$ cat config.mk
export PLATFORM = sky130hd
export DESIGN_NAME = rsa_modexp_seq
export DESIGN_NICKNAME = d
export VERILOG_FILES = /design/src/rtl/rsa_modexp_seq.sv
export SDC_FILE = /design/constraint.sdc
export NUM_CORES = 1
export LEC_CHECK = 0
export CAP_MARGIN = 20
export CORE_MARGIN = 4
export CORE_UTILIZATION = 40
export CTS_BUF_LIST = sky130_fd_sc_hd__clkbuf_8
export DETAILED_ROUTE_END_ITERATION = 8
export GPL_TIMING_DRIVEN = 0
export PLACE_DENSITY = 0.58
export SETUP_SLACK_MARGIN = 0.2
export SLEW_MARGIN = 40
export SYNTH_ARGS = -nofsm -noshare
export SYNTH_HDL_FRONTEND = slang
export SYNTH_SLANG_ARGS = --single-unit
$ cat constraint.sdc
create_clock -name clk -period 6.6 [get_ports clk]
set_clock_uncertainty 0.15 [all_clocks]
set_input_delay 0.66 -clock clk [delete_from_list [all_inputs] [get_ports clk]]
set_output_delay 0.66 -clock clk [all_outputs]
set_load 0.02 [all_outputs]
$ cat src/rtl/rsa_modexp_seq.sv
// Bit-serial modular exponentiation (square-and-multiply, Blakley interleaved multiply).
// Define RSA_CONST_TIME_EN to run MUL on every exponent bit for exponent-independent latency.
module rsa_modexp_seq #(
  parameter int unsigned WIDTH     = 8,
  parameter int unsigned EXP_WIDTH = 8
) (
  input  logic                 clk,
  input  logic                 rst,
  input  logic                 start,
  input  logic [WIDTH-1:0]     base,
  input  logic [EXP_WIDTH-1:0] exponent,
  input  logic [WIDTH-1:0]     modulus,
  output logic                 ready,
  output logic [WIDTH-1:0]     result,
  output logic                 done,
  output logic                 error
);

  localparam int unsigned CW = (WIDTH > 1) ? $clog2(WIDTH) : 1;
  localparam int unsigned EW = (EXP_WIDTH > 1) ? $clog2(EXP_WIDTH) : 1;
`ifdef RSA_CONST_TIME_EN
  localparam bit CONST_TIME = 1'b1;
`else
  localparam bit CONST_TIME = 1'b0;
`endif

  typedef enum logic [2:0] {S_IDLE, S_REDUCE, S_SQR, S_MUL, S_FIN} state_t;

  state_t               state_q, state_d;
  logic [WIDTH-1:0]     base_q, n_q, r_q, bp_q, acc_q, result_q;
  logic [EXP_WIDTH-1:0] e_q;
  logic [CW-1:0]        cnt_q;
  logic [EW-1:0]        eidx_q;
  logic                 ready_q, done_q, error_q;

  logic             mod_bad, op_last, bit_last, e_bit;
  logic             a_bit, wr_r;
  logic [WIDTH-1:0] y_op, dbl_r, red, r_next;
  logic [WIDTH:0]   dbl, sum;

  assign mod_bad  = (modulus < WIDTH'(2));
  assign op_last  = (cnt_q == '0);
  assign bit_last = (eidx_q == '0);
  assign e_bit    = e_q[eidx_q];

  always_ff @(posedge clk) begin : state_reg
    if (!rst) state_q <= S_IDLE;
    else      state_q <= state_d;
  end

  always_comb begin : next_state
    state_d = state_q;
    case (state_q)
      S_IDLE:   if (start) state_d = mod_bad ? S_FIN : S_REDUCE;
      S_REDUCE: if (op_last) state_d = S_SQR;
      S_SQR: begin
        if (op_last) begin
          if (CONST_TIME || e_bit) state_d = S_MUL;
          else if (bit_last)       state_d = S_FIN;
          else                     state_d = S_SQR;
        end
      end
      S_MUL:    if (op_last) state_d = bit_last ? S_FIN : S_SQR;
      S_FIN:    state_d = S_IDLE;
      default:  state_d = S_IDLE;
    endcase
  end

  // Operand selection for the Blakley step: multiplier bit a_bit, addend y_op.
  always_comb begin : output_decode
    a_bit = 1'b0;
    y_op  = '0;
    wr_r  = 1'b0;
    case (state_q)
      S_REDUCE: begin
        a_bit = base_q[cnt_q];
        y_op  = WIDTH'(1);
      end
      S_SQR: begin
        a_bit = r_q[cnt_q];
        y_op  = r_q;
        wr_r  = 1'b1;
      end
      S_MUL: begin
        a_bit = r_q[cnt_q];
        y_op  = bp_q;
        wr_r  = e_bit;
      end
      default: ;
    endcase
  end

  // acc = 2*acc mod n, then (acc + y) mod n; each mod is a single conditional subtract.
  always_comb begin : blakley_step
    dbl    = {acc_q, 1'b0};
    dbl_r  = (dbl >= {1'b0, n_q}) ? WIDTH'(dbl - {1'b0, n_q}) : dbl[WIDTH-1:0];
    sum    = {1'b0, dbl_r} + (a_bit ? {1'b0, y_op} : '0);
    red    = (sum >= {1'b0, n_q}) ? WIDTH'(sum - {1'b0, n_q}) : sum[WIDTH-1:0];
    r_next = wr_r ? red : r_q;
  end

  always_ff @(posedge clk) begin : datapath
    if (!rst) begin
      base_q   <= '0;
      n_q      <= '0;
      e_q      <= '0;
      r_q      <= '0;
      bp_q     <= '0;
      acc_q    <= '0;
      cnt_q    <= '0;
      eidx_q   <= '0;
      result_q <= '0;
      ready_q  <= 1'b1;
      done_q   <= 1'b0;
      error_q  <= 1'b0;
    end else begin
      ready_q <= (state_d == S_IDLE);
      done_q  <= (state_d == S_FIN);
      case (state_q)
        S_IDLE: begin
          if (start) begin
            base_q  <= base;
            e_q     <= exponent;
            n_q     <= modulus;
            error_q <= mod_bad;
            acc_q   <= '0;
            r_q     <= WIDTH'(1);
            cnt_q   <= CW'(WIDTH - 1);
            eidx_q  <= EW'(EXP_WIDTH - 1);
            if (mod_bad) result_q <= '0;
          end
        end
        S_REDUCE, S_SQR, S_MUL: begin
          acc_q <= op_last ? '0 : red;
          cnt_q <= op_last ? CW'(WIDTH - 1) : cnt_q - CW'(1);
          if (op_last) begin
            if (state_q == S_REDUCE) bp_q <= red;
            else                     r_q  <= r_next;
            if (state_q != S_REDUCE && state_d == S_SQR) eidx_q <= eidx_q - EW'(1);
            if (state_d == S_FIN) result_q <= r_next;
          end
        end
        default: ;
      endcase
    end
  end

  assign ready  = ready_q;
  assign done   = done_q;
  assign result = result_q;
  assign error  = error_q;

endmodule

==> results of run 1 <==
[final timing paths]
kind	endpoint	slack, ps	cells past startpoint
setup / recovery	result[5]$_SDFFE_PN0P_	500	25
hold / removal	e_q[4]$_SDFFE_PN0P_	300	2
setup reg to reg	result[5]$_SDFFE_PN0P_	500	25
hold reg to reg	e_q[4]$_SDFFE_PN0P_	300	2
[cell type report]
class / count / share of cell area (%)
Multi-Input combinational cell: 381 / 54.2
Sequential cell: 68 / 27.4
Timing Repair Buffer: 39 / 7.70
Tap cell: 136 / 3.42
Clock buffer: 11 / 3.04
Buffer: 22 / 1.91
Inverter: 24 / 1.81
Clock inverter: 4 / 0.503
[Yosys cell counts, drive strengths merged (4+ instances only)]
library cell / number
clkbuf: 16
buf: 6
nor4: 5
o21a: 8
o21ai: 25
a21o: 4
mux2i: 16
nand2b: 6
a211oi: 5
nor2b: 9
inv: 23
nor3: 12
o31a: 4
o211ai: 6
mux4: 6
a21oi: 47
ha: 28
dfxtp: 68
nand2: 73
o31ai: 4
nand3: 12
xnor2: 8
or2: 4
mux2: 12
nor2: 40
[sequential cells by signal (all words and copies together) (netlist names), 8 cells and up]
register / cells
acc_q: 8
base_q: 8
bp_q: 8
e_q: 8
n_q: 8
r_q: 8
result: 8
[worst min-delay path, delay by kind of cell, from the launching register on]
family | cells | cell delay, ps
AO/OA/AOI/OAI | 1 | 50
AND/OR/NAND/NOR | 1 | 50
flip-flops | 1 | 310
[cell usage in the layout, fill, tap and decap left out, types with 4 or more instances in the layout]
master | synthesis | routed
o21ai_0 | 25 | 24
mux2_2 | 11 | 11
nand3_1 | 12 | 11
ha_1 | 28 | 27
inv_1 | 23 | 23
dfxtp_1 | 68 | 67
xnor2_1 | 8 | 8
nand2b_1 | 6 | 6
nor3_1 | 11 | 10
o21a_1 | 7 | 7
nor4_1 | 5 | 4
or2_2 | 4 | 4
clkdlybuf4s50_1 | 0 | 36
mux4_2 | 4 | 4
o31ai_1 | 4 | 4
nand2_1 | 73 | 73
buf_4 | 1 | 4
a21o_1 | 4 | 4
o31a_1 | 4 | 4
a21oi_1 | 47 | 47
a211oi_1 | 5 | 5
clkbuf_8 | 0 | 11
o211ai_2 | 5 | 5
nor2_1 | 39 | 39
clkbuf_1 | 16 | 16
mux2i_1 | 14 | 13
nor2b_1 | 9 | 9
[per-stage QoR]
stage / std cells / cell area (um^2)
finish: 685 / 4970
floorplan: 495 / 4200
detailed placement: 667 / 4730
global route: 685 / 4970
CTS: 682 / 4910
global placement: 667 / 4730
[routing by layer]
| metal | global-route usage (%) | wire [um] | vias up |
|---|---|---|---|
| li1 | - | - | 1877 |
| met1 | 23.2 | 4990 | 1715 |
| met2 | 28.5 | 5070 | 58 |
| met3 | 2.36 | 285 | 15 |
| met4 | 5.42 | 165 | 0 |
| met5 | 0 | 0 | - |
[logic make-up (layout without fill, tap and decap cells)]
group,after synthesis,in the layout,share of synthesized area [%]
AO/OA/AOI/OAI,130,130,21.2
XOR/XNOR,9,9,1.88
adder cells (fa/ha/maj),31,31,9.77
buffers and inverters,46,100,4.41
flip-flops,68,68,32.4
multiplexers,34,34,10.9
AND/OR/NAND/NOR,177,177,19.5
[repair_timing]
item / in CTS / in global routing
endpoints found under the hold margin: 0 / 0
buffers inserted: 0 / 3
resized for setup: 0 / 5
endpoints found under the setup margin: 0 / 28
==> results_dict.tcl, run 1 <==
set metrics [dict create \
    viasPerCell 5.35 \
    ys_warn_count 0 \
    finalWirelength_mm 10.5 \
    tightest_slew_ps 789 \
    syn_to_final_growth_pct 18.4 \
    path_buf_inv 5 \
    netlist_area_um2 4200 \
    h-tree-depth 3 \
    cp_data_arrival_time_ps 6190 \
    ant_nets 0 \
    gr-total-overflow 0 \
    cts_root_buffer "clkbuf_8" \
    hpwl_mm 8.31 \
    final_util_pct 48.4 \
    max_freq_mhz 164 \
    hold_violations 0 \
    setup_viol 0 \
    crit_fanout 9 \
    ys_seq_area_share_pct 32.4 \
    dp_slack_ps 271 \
    dr.pass1.iters 4 \
    regArea_um2 1360 \
    postSynthCellCount 495 \
    clock_sinks 68 \
    startpoint "n_q[1]$_SDFFE_PN0P_" \
    antenna_cells 0 \
    hold_slack_ps 304 \
    synth_async_sr_flop_share_pct 0 \
    synth_top_area_share_pct 32.4 \
    slew_headroom_pct 47.1 \
    drv_cap 0 \
    die-area_um2 12200 \
    die_y_um 110 \
    finalCriticalPeriod_ps 6100 \
    finalMaxSlewViolations 0 \
    setup_tns_ps 0 \
    drtIter0Drc 139 \
    drc 0 \
    grtUsageTotal_pct 17.2 \
    hold_start "e_q[4]$_SDFFE_PN0P_" \
    start_util_pct 40.9 \
    cts_buffer_depth 2 \
    clk_latency_ps 350 \
    num-fill-cells 1016 \
    required_ps 6690 \
    cts_buffers 9 \
    wl_per_cell_um 15.3 \
    antenna_found_initial 0 \
    synth_top_area_cell "dfxtp_1" \
    max_stage_delay_ps 630 \
    endpoint_kind "register" \
    start_kind "register" \
    ioPinCount 38 \
    rr_startpoint "n_q[1]$_SDFFE_PN0P_" \
    multi_input_area_um2 2700 \
    synth_cell_types 64 \
    grt_pass1_vias 3432 \
    coreArea_um2 10300 \
    synth_fp_nets 553 \
    cts.clk_slew.worst_paths_ps 70 \
    status "complete, no violations" \
    final_nets 603 \
    synth_edf_count 0 \
    row_count 37 \
    grt_max_degree 12 \
    die_w_um 110 \
    post-route-period-util_pct 92.4 \
    avgSynthCellArea_um2 8.49 \
    fin_ws_ps 502 \
    path_class "register to register" \
    cpMaxStageDelayCell "or4b_2" \
    hold_class "register to register" \
    cp_top_family "compound AO/OA/AOI/OAI gates" \
    vias 3665 \
    rsz0062_at_grt "no" \
    io_buffer_count 36 \
    grt_pass1_wl_mm 17.2 \
    place_congestion 0.825 \
    ys.flop_type "dfxtp_1" \
    synth_seq_cells 68 \
    cts_tree "done" \
    postCtsHoldBufs 0 \
    layout-drive-gt1-share_pct 11.5 \
    yosys-top-cells-area "dfxtp_1 32%, ha_1 8.3%, nand2_1 6.5%" \
]
Power of run 1 is not shown: default switching activity piles up to over one toggle a cycle in this logic, so the estimate is an artifact.
==> run 2: changes to the inputs <==
--- a/config.mk
+++ b/config.mk
@@ -13,6 +13,7 @@
 export GPL_TIMING_DRIVEN = 0
 export PLACE_DENSITY = 0.58
 export SETUP_SLACK_MARGIN = 0.2
+export SKIP_CTS_REPAIR_TIMING = 1
 export SLEW_MARGIN = 40
 export SYNTH_ARGS = -nofsm -noshare
 export SYNTH_HDL_FRONTEND = slang
==> results of run 2 <==
The final DEF is identical to that of run 1; final timing and power are the same.
Power of run 2 is left out for the same reason.
